`src/rtl/vend_pkg.sv`:
```
// vend_pkg
// Shared types and constants for the vending machine datapath: the payout
// FSM state encoding and the coin values in quarter units. The change
// dispenser and the HEX display decoder both import this package.
package vend_pkg;

  typedef enum logic [1:0] {
    IDLE  = 2'd0,
    ISSUE = 2'd1,
    GAP   = 2'd2,
    DONE  = 2'd3
  } disp_state_t;

  localparam int QUARTER_UNITS = 1;
  localparam int HALF_UNITS    = 2;
  localparam int MAX_CHANGE    = 7;

endpackage

```
`src/rtl/coin_gap_timer.sv`:
```
// coin_gap_timer
// Loadable down-counter that times the idle gap after each coin pulse.
// It stops at zero.
// Ports:
//   CLK      clock
//   RES      asynchronous active-low reset (clears the count)
//   load     load load_val this edge (takes priority over dec)
//   load_val value loaded on load
//   dec      decrement this edge, if not already zero
//   zero     count currently reads zero
module coin_gap_timer #(
  parameter int CNT_W = 2
) (
  input  logic             CLK,
  input  logic             RES,
  input  logic             load,
  input  logic [CNT_W-1:0] load_val,
  input  logic             dec,
  output logic             zero
);

  logic [CNT_W-1:0] cnt_q;
  logic [CNT_W-1:0] cnt_d;

  always_comb begin
    cnt_d = cnt_q;
    if (load) begin
      cnt_d = load_val;
    end else if (dec && (cnt_q != '0)) begin
      cnt_d = cnt_q - CNT_W'(1);
    end
  end

  always_ff @(posedge CLK or negedge RES) begin
    if (!RES) begin
      cnt_q <= '0;
    end else begin
      cnt_q <= cnt_d;
    end
  end

  assign zero = (cnt_q == '0);

endmodule

```
`src/rtl/change_dispenser.sv`:
```
// change_dispenser
// Sequential change-payout engine. It accepts a change amount in quarter
// units. It then pays the amount out one coin at a time to the hopper,
// choosing a half dollar whenever at least two quarters are still owed.
// Each coin pulse is followed by a fixed idle gap.
// Ports:
//   CLK            clock
//   RES            asynchronous active-low reset
//   dispense_req   start a payout (only looked at while idle)
//   change_amt     amount owed, in quarters, sampled with dispense_req
//   hopper_ready   hopper accepts a coin command this cycle
//   quarter_out    one-cycle pulse: eject a quarter
//   halfDollar_out one-cycle pulse: eject a half dollar
//   busy           payout in progress (any state but IDLE)
//   done           one-cycle pulse at the end of a payout
//   remaining      quarters still owed
module change_dispenser
  import vend_pkg::*;
#(
  parameter int AMT_W      = 3,
  parameter int GAP_CYCLES = 4
) (
  input  logic             CLK,
  input  logic             RES,
  input  logic             dispense_req,
  input  logic [AMT_W-1:0] change_amt,
  input  logic             hopper_ready,
  output logic             quarter_out,
  output logic             halfDollar_out,
  output logic             busy,
  output logic             done,
  output logic [AMT_W-1:0] remaining
);

  // With GAP_CYCLES == 1 the counter only ever holds 0, but it still needs
  // one bit to exist.
  localparam int               CNT_W    = (GAP_CYCLES > 1) ? $clog2(GAP_CYCLES) : 1;
  localparam logic [CNT_W-1:0] GAP_LOAD = CNT_W'(GAP_CYCLES - 1);

  disp_state_t      state_q, state_d;
  logic [AMT_W-1:0] remaining_q, remaining_d;
  logic             quarter_q, quarter_d;
  logic             half_q, half_d;
  logic             take_coin;
  logic             use_half;
  logic             gap_zero;

  // A coin is committed on the edge that leaves ISSUE with the hopper ready.
  assign take_coin = (state_q == ISSUE) && hopper_ready;
  assign use_half  = (remaining_q >= AMT_W'(HALF_UNITS));

  coin_gap_timer #(
    .CNT_W(CNT_W)
  ) u_gap_timer (
    .CLK     (CLK),
    .RES     (RES),
    .load    (take_coin),
    .load_val(GAP_LOAD),
    .dec     (state_q == GAP),
    .zero    (gap_zero)
  );

  // State register.
  always_ff @(posedge CLK or negedge RES) begin
    if (!RES) begin
      state_q <= IDLE;
    end else begin
      state_q <= state_d;
    end
  end

  // Next-state logic.
  always_comb begin
    state_d = state_q;
    case (state_q)
      IDLE: begin
        if (dispense_req) begin
          state_d = (change_amt != '0) ? ISSUE : DONE;
        end
      end
      ISSUE: begin
        if (hopper_ready) begin
          state_d = GAP;
        end
      end
      GAP: begin
        if (gap_zero) begin
          // remaining_q already reflects the coin just issued.
          state_d = (remaining_q != '0) ? ISSUE : DONE;
        end
      end
      DONE:    state_d = IDLE;
      default: state_d = IDLE;
    endcase
  end

  // Remaining amount and registered coin pulses. The pulses are high only
  // in the cycle after take_coin, which is always the first GAP cycle.
  always_comb begin
    remaining_d = remaining_q;
    quarter_d   = 1'b0;
    half_d      = 1'b0;
    if ((state_q == IDLE) && dispense_req && (change_amt != '0)) begin
      remaining_d = change_amt;
    end else if (take_coin) begin
      if (use_half) begin
        half_d      = 1'b1;
        remaining_d = remaining_q - AMT_W'(HALF_UNITS);
      end else begin
        quarter_d   = 1'b1;
        remaining_d = remaining_q - AMT_W'(QUARTER_UNITS);
      end
    end
  end

  always_ff @(posedge CLK or negedge RES) begin
    if (!RES) begin
      remaining_q <= '0;
      quarter_q   <= 1'b0;
      half_q      <= 1'b0;
    end else begin
      remaining_q <= remaining_d;
      quarter_q   <= quarter_d;
      half_q      <= half_d;
    end
  end

  // Output logic.
  always_comb begin
    busy           = (state_q != IDLE);
    done           = (state_q == DONE);
    quarter_out    = quarter_q;
    halfDollar_out = half_q;
    remaining      = remaining_q;
  end

endmodule
```
`config.mk`:
```
export PLATFORM = sky130hd
export DESIGN_NAME = change_dispenser
export DESIGN_NICKNAME = d
export VERILOG_FILES = /design/src/rtl/vend_pkg.sv /design/src/rtl/coin_gap_timer.sv /design/src/rtl/change_dispenser.sv
export SDC_FILE = /design/constraint.sdc
export NUM_CORES = 1
export LEC_CHECK = 0
export CELL_PAD_IN_SITES_DETAIL_PLACEMENT = 1
export CELL_PAD_IN_SITES_GLOBAL_PLACEMENT = 1
export CORE_MARGIN = 10
export CORE_UTILIZATION = 28
export DETAILED_ROUTE_END_ITERATION = 12
export PLACE_DENSITY = 0.71
export SLEW_MARGIN = 20
export SYNTH_ARGS = -nofsm -noshare
export SYNTH_HDL_FRONTEND = slang
export SYNTH_SLANG_ARGS = --single-unit
```
`constraint.sdc`:
```
create_clock -name CLK -period 3.08 [get_ports CLK]
set_input_delay 0.616 -clock CLK [delete_from_list [all_inputs] [get_ports CLK]]
set_output_delay 0.616 -clock CLK [all_outputs]
set_load 0.01 [all_outputs]
```
==> results of run 1 <==
==> critical path, cell delays in order, from the launching register on <==
cell	delay, ns
dfrtp_1	0.51
or2_2	0.34
clkdlybuf4s50_1	0.48
==> how the worst max path moves through the flow <==
stage	start	end	slack [ns]	cells past startpoint
after floorplan	state_q[0]$_DFFE_PN0P_	busy	1.58	2
after global placement	hopper_ready	remaining[0]$_DFFE_PN0P_	0.98	5
after detailed placement	hopper_ready	remaining[0]$_DFFE_PN0P_	1.0	5
after CTS	state_q[1]$_DFFE_PN0P_	busy	0.85	2
after global routing	state_q[0]$_DFFE_PN0P_	busy	0.77	2
final	state_q[1]$_DFFE_PN0P_	busy	0.87	2
==> cells in the final DEF (no fill, tap or decap) <==
cell and instances:
clkbuf_1 1, and2_1 3, nor2b_2 1, inv_1 8, a221o_1 2, nand3b_1 2
and3b_4 1, clkbuf_4 3, nand2_1 2, o211ai_2 1, a22oi_1 1, nor3b_4 1
or2_2 1, nor3_1 1, dfrtp_1 9, a21oi_1 4, mux2_2 1, o21ai_1 1
xnor2_1 1, mux2i_1 1, a221oi_1 1, a21o_1 1, clkdlybuf4s50_1 13, nand2b_1 1
ha_1 5, o221ai_1 2, o21ai_0 4, nor3_2 1, nor2_1 2
==> report_power, final <==
part | internal [µW] | switching [µW]
registers | 168 | 82.0
clock network | 50.0 | 41.8
logic | 208 | 168
total | 427 | 292
==> kinds of logic after synthesis <==
logic type,count (synthesis)
AO/OA/AOI/OAI,17
XOR/XNOR,1
multiplexers,2
AND/OR/NAND/NOR,16
buffers and inverters,10
flip-flops,9
adder cells (fa/ha/maj),5
==> final cells by class <==
cell class | count | area [µm²] | share of cell area
inverters | 8 | 30.0 | 0.0388
well taps | 27 | 33.8 | 0.0437
repair buffers | 13 | 130 | 0.168
flip-flops and latches | 9 | 225 | 0.291
clock buffers | 4 | 26.3 | 0.0340
multi-input cells | 41 | 328 | 0.424
==> metal layers <==
metal | track usage | part of all wire | wire length [µm]
met1 | 0.0765 | 0.44 | 599
met2 | 0.112 | 0.45 | 608
met3 | 0.0559 | 0.11 | 150
met4 | 0 | 0 | 0
met5 | 0 | 0 | 0
==> cell usage after synthesis (all sizes together) (2+ instances only) <==
cell	instances	area, µm²
nand3b	2	15.0
inv	8	30.0
a221o	2	20.0
dfrtp	9	225
o221ai	2	17.5
ha	5	62.6
o21ai	5	25.0
nor2	2	7.51
and2	3	18.8
nand2	2	7.51
nor3	2	15.0
a21oi	4	20.0
==> per-stage QoR <==
stage	area, µm²	cells	hold WS [ns]	setup slack [ns]	util
3_5_place_dp	747	98	0.559	0.997	0.377
4_1_cts	773	102	0.567	0.846	0.390
5_1_grt	773	102	0.607	0.769	0.390
6_report	773	102	0.560	0.870	0.390
3_3_place_gp	747	98	0.541	0.984	0.377
2_1_floorplan	592	60	0.320	1.58	-
==> flip-flops by register name, summed over array words and instances (netlist names) <==
name,flops
halfDollar_out,1
u_gap_timer.cnt_q,2
state_q,2
quarter_out,1
remaining,3
==> impl_metrics.yaml, run 1 <==
detailed_routing:
  ant_nets: 0
  finalWirelength_mm: 1.36
  vias: 490
  wire_per_inst_um: 13.3
  dr.pass1.iters: 3
  vias_per_cell: 4.80
  drc_errors: 0
  drt_iter0_drc: 7
hold_path:
  holdPathStages: 1
  hold_path.class: "register to register"
  min_to: "u_gap_timer.cnt_q[0]$_DFFE_PN0P_"
  hp-start: "u_gap_timer.cnt_q[0]$_DFFE_PN0P_"
sta:
  drv_slew: 0
  tightest_slew_ns: 0.414
  setup_viol: 0
  rsz0062_at_grt: "false"
  period_share: 0.718
  finalHoldViolCount: 0
  relSlewSlack: 0.723
  fmax_mhz: 452
  tns_ns: 0
  period_needed_ns: 2.21
  clock_skew_ns: 0.00316
synthesis:
  synth_cell_type_count: 28
  syn_area_per_cell_um2: 9.86
  muxShareOfSynthArea: 0.0359
  synth_top_family_by_area: "compound AO/OA/AOI/OAI gates"
  seq_area_frac_synth: 0.381
  synth-simple-area-share: 0.197
  synth-xor-area-share: 0.0148
  synthCells: 60
  ys_warn_count: 0
  synth_nets: 72
  async_reset_ff_frac: 1.00
  syn_area_um2: 592
  synth_edf_count: 0
  synth_adder_area_share: 0.106
  synth_top_flop_cell: "dfrtp_1"
  synth_compound_area_frac: 0.201
  ys_ff_latch: 9
global_routing:
  grt_overflow: 0
  grt_pass1_wl_mm: 2.42
  grt_max_degree: 15
  grt_usage: 0.0704
  grt_pass1_vias: 542
  antenna_found_initial: 0
power:
  p_leak_uw: 0.000347
  p_total_uw: 718
  power.density_nw_per_um2: 929
  irDropWorstVdd_v: 0.000375
clock_tree:
  path_clk_slew_ns: 0.06
  cts_tree: "built"
  cts_hold_buf: 0
  clockBufferDepth: 2
  cts.repair.resized: 0
  htreeDepth: 1
  clock-sinks: 9
  postCtsSetupBuffers: 0
  cts-root-buf: "clkbuf_4"
  clkLatencyLatePin_ns: 0.26
  numCtsBuffers: 3
final_layout:
  area_growth_pct: 30.7
  nFillCells: 229
  insertedDiodeCount: 0
  drive_gt1_frac: 0.133
  fin_nets: 88
setup_path:
  rr_worst_depth: 6
  arrival_ns: 1.59
  cp.required_ns: 2.46
  path_class: "register to output port"
  critPathLaunchType: "register"
  path_max_fanout: 12
  rr_startpoint: "remaining[0]$_DFFE_PN0P_"
  end_kind: "output port"
  r2r_slack_ns: 1.49
  r2r-end: "remaining[1]$_DFFE_PN0P_"
floorplan:
  dieArea_um2: 4350
  rows: 16
  pin_count: 14
  die_h_um: 66.0
  start_util: 0.299
  coreArea_um2: 1980
  die_x_um: 66.0
status:
  status: "finished, final reports clean"
placement:
  portBuffers: 13
  gp_congestion: 0.783
run:
  maxCapViolCount: 0
Note: power is estimated with default switching activity, not from simulation.
==> run 2, diff against run 1 <==
- clock period: 3.08 -> 2.2 ns (I/O delays scaled with it)
==> run 2 against run 1 <==
  * Final area increased by 1.9%
  * Via count rose by 4.1%
  * Combinational power up 62%
  * Clock power rose by 34%
  * Wire length rose by 8.2%
  * Worst setup slack got worse by 0.52 ns
  * Flip-flop and latch count unchanged
  * Critical path depth did not move
  * Non-clock buffer count increased by 2
  * Sequential power up 22%
  * First-iteration DRC count grew to 3.4 times the previous value
  * Total power rose by 44%
  * Highest routed layer is now met4
==> impl_metrics.yaml, run 2 (same netlist as run 1, synthesis figures left out) <==
setup_path:
  path_max_fanout: 3
  path_class: "register to output port"
  timing.critical_path.from: "state_q[1]$_DFFE_PN0P_"
  rr_startpoint: "remaining[0]$_DFFE_PN0P_"
  crit_chain: "or2_2, clkdlybuf4s50_1"
  r2r-end: "remaining[1]$_DFFE_PN0P_"
  cpPeakStageDelay_ns: 0.48
  rr_worst_depth: 6
  end_kind: "output port"
  slowest_stage: "clkdlybuf4s50_1"
  arrival_ns: 1.41
  cp.required_ns: 1.76
  r2r_slack_ns: 0.62
  critPathLaunchType: "register"
  crit_path_end: "busy"
detailed_routing:
  drt_iter0_drc: 24
  wire_per_inst_um: 14.1
  ant_nets: 0
  vias: 510
  vias_per_cell: 4.90
  finalWirelength_mm: 1.47
  drc_errors: 0
  dr.pass1.iters: 3
floorplan:
  start_util: 0.299
  coreArea_um2: 1980
  die_x_um: 66.0
  die_h_um: 66.0
  dieArea_um2: 4350
  rows: 16
  pin_count: 14
clock_tree:
  cts.repair.resized: 0
  postCtsSetupBuffers: 0
  cts_tree: "built"
  clockBufferDepth: 2
  clock-sinks: 9
  cts_hold_buf: 0
  clkLatencyLatePin_ns: 0.26
  htreeDepth: 1
  path_clk_slew_ns: 0.06
  numCtsBuffers: 3
  cts-root-buf: "clkbuf_4"
power:
  p_leak_uw: 0.000357
  irDropWorstVdd_v: 0.000603
  power.density_nw_per_um2: 1320
status:
  status: "finished, final reports clean"
final_layout:
  seq_area_um2: 225
  multiInputGateArea_um2: 328
  nFillCells: 220
  area_growth_pct: 33.2
  final_common_cell: "clkdlybuf4s50_1"
  drive_gt1_frac: 0.156
  final_cell_mix: "clkdlybuf4s50_1, dfrtp_1, inv_1"
  insertedDiodeCount: 0
  largest_reg_flops: 3
  fin_nets: 90
placement:
  portBuffers: 13
  gp_congestion: 0.752
  post-dp-hpwl_mm: 1.21
  pre_cts_ws_ns: 0.273
sta:
  drv_slew: 0
  period_needed_ns: 1.85
  holdWs_ns: 0.482
  fmax_mhz: 542
  relSlewSlack: 0.721
  clock_skew_ns: 0.00353
  period_share: 0.839
  tns_ns: 0
  finalHoldViolCount: 0
  setup_slack_ns: 0.355
  tightest_slew_ns: 0.417
  rsz0062_at_grt: "false"
  setup_viol: 0
global_routing:
  grt_overflow: 0
  grt_pass1_vias: 593
  grt_pass1_wl_mm: 2.66
  grt_max_degree: 13
  grt_usage: 0.0742
  antenna_found_initial: 0
run:
  maxCapViolCount: 0
hold_path:
  hold_path.class: "primary input to asynchronous set/reset pin"
[run 2: changes by cell type in the layout (fill, tap and decap cells not counted), sizes merged]
| cell | change |
|---|---|
| buf | +2 |
[run 2: stage by stage]
| step | cell area, µm² | total power (µW) | cells | utilization |
|---|---|---|---|---|
| floorplan | 592 | 687 | 60 | - |
| global placement | 762 | 901 | 100 | 0.384 |
| detailed placement | 762 | 930 | 100 | 0.384 |
| CTS | 788 | 1060 | 104 | 0.398 |
| global route | 788 | 1160 | 104 | 0.398 |
| finish | 788 | 1040 | 104 | 0.398 |
[run 2: how the worst min path moves through the flow]
stage | end | slack (ns) | depth (start not counted)
after floorplan | halfDollar_out$_DFF_PN0_ | 0.14 | 0
after global placement | u_gap_timer.cnt_q[1]$_DFFE_PN0P_ | 0.53 | 2
after detailed placement | u_gap_timer.cnt_q[1]$_DFFE_PN0P_ | 0.55 | 2
after CTS | remaining[2]$_DFFE_PN0P_ | 0.49 | 1
after global routing | remaining[2]$_DFFE_PN0P_ | 0.49 | 1
final | remaining[2]$_DFFE_PN0P_ | 0.48 | 1
[run 2: power breakdown]
part           switching (µW)  internal (µW)  leakage [µW]
Clock                    53.3           69.6     0.0000150
Combinational             294            314      0.000232
Sequential               69.5            237      0.000110
[run 2: cell type report]
class | instances | share of cell area
multi-input combinational | 41 | 0.416
tap | 27 | 0.0429
timing repair buffer | 15 | 0.184
clock buffer | 4 | 0.0333
inverter | 8 | 0.0381
sequential | 9 | 0.286
[run 2: routing by layer]
| layer | routed length, µm | GRT usage |
|---|---|---|
| met5 | 0 | 0 |
| met4 | 19 | 0.00785 |
| met3 | 109 | 0.0407 |
| met2 | 681 | 0.122 |
| met1 | 660 | 0.0851 |
[run 2: worst max-delay path: cells and delay by family, from the launching register on]
family | cells | cell delay [ns]
simple gates | 1 | 0.29
flops | 1 | 0.38
buf+inv | 1 | 0.48
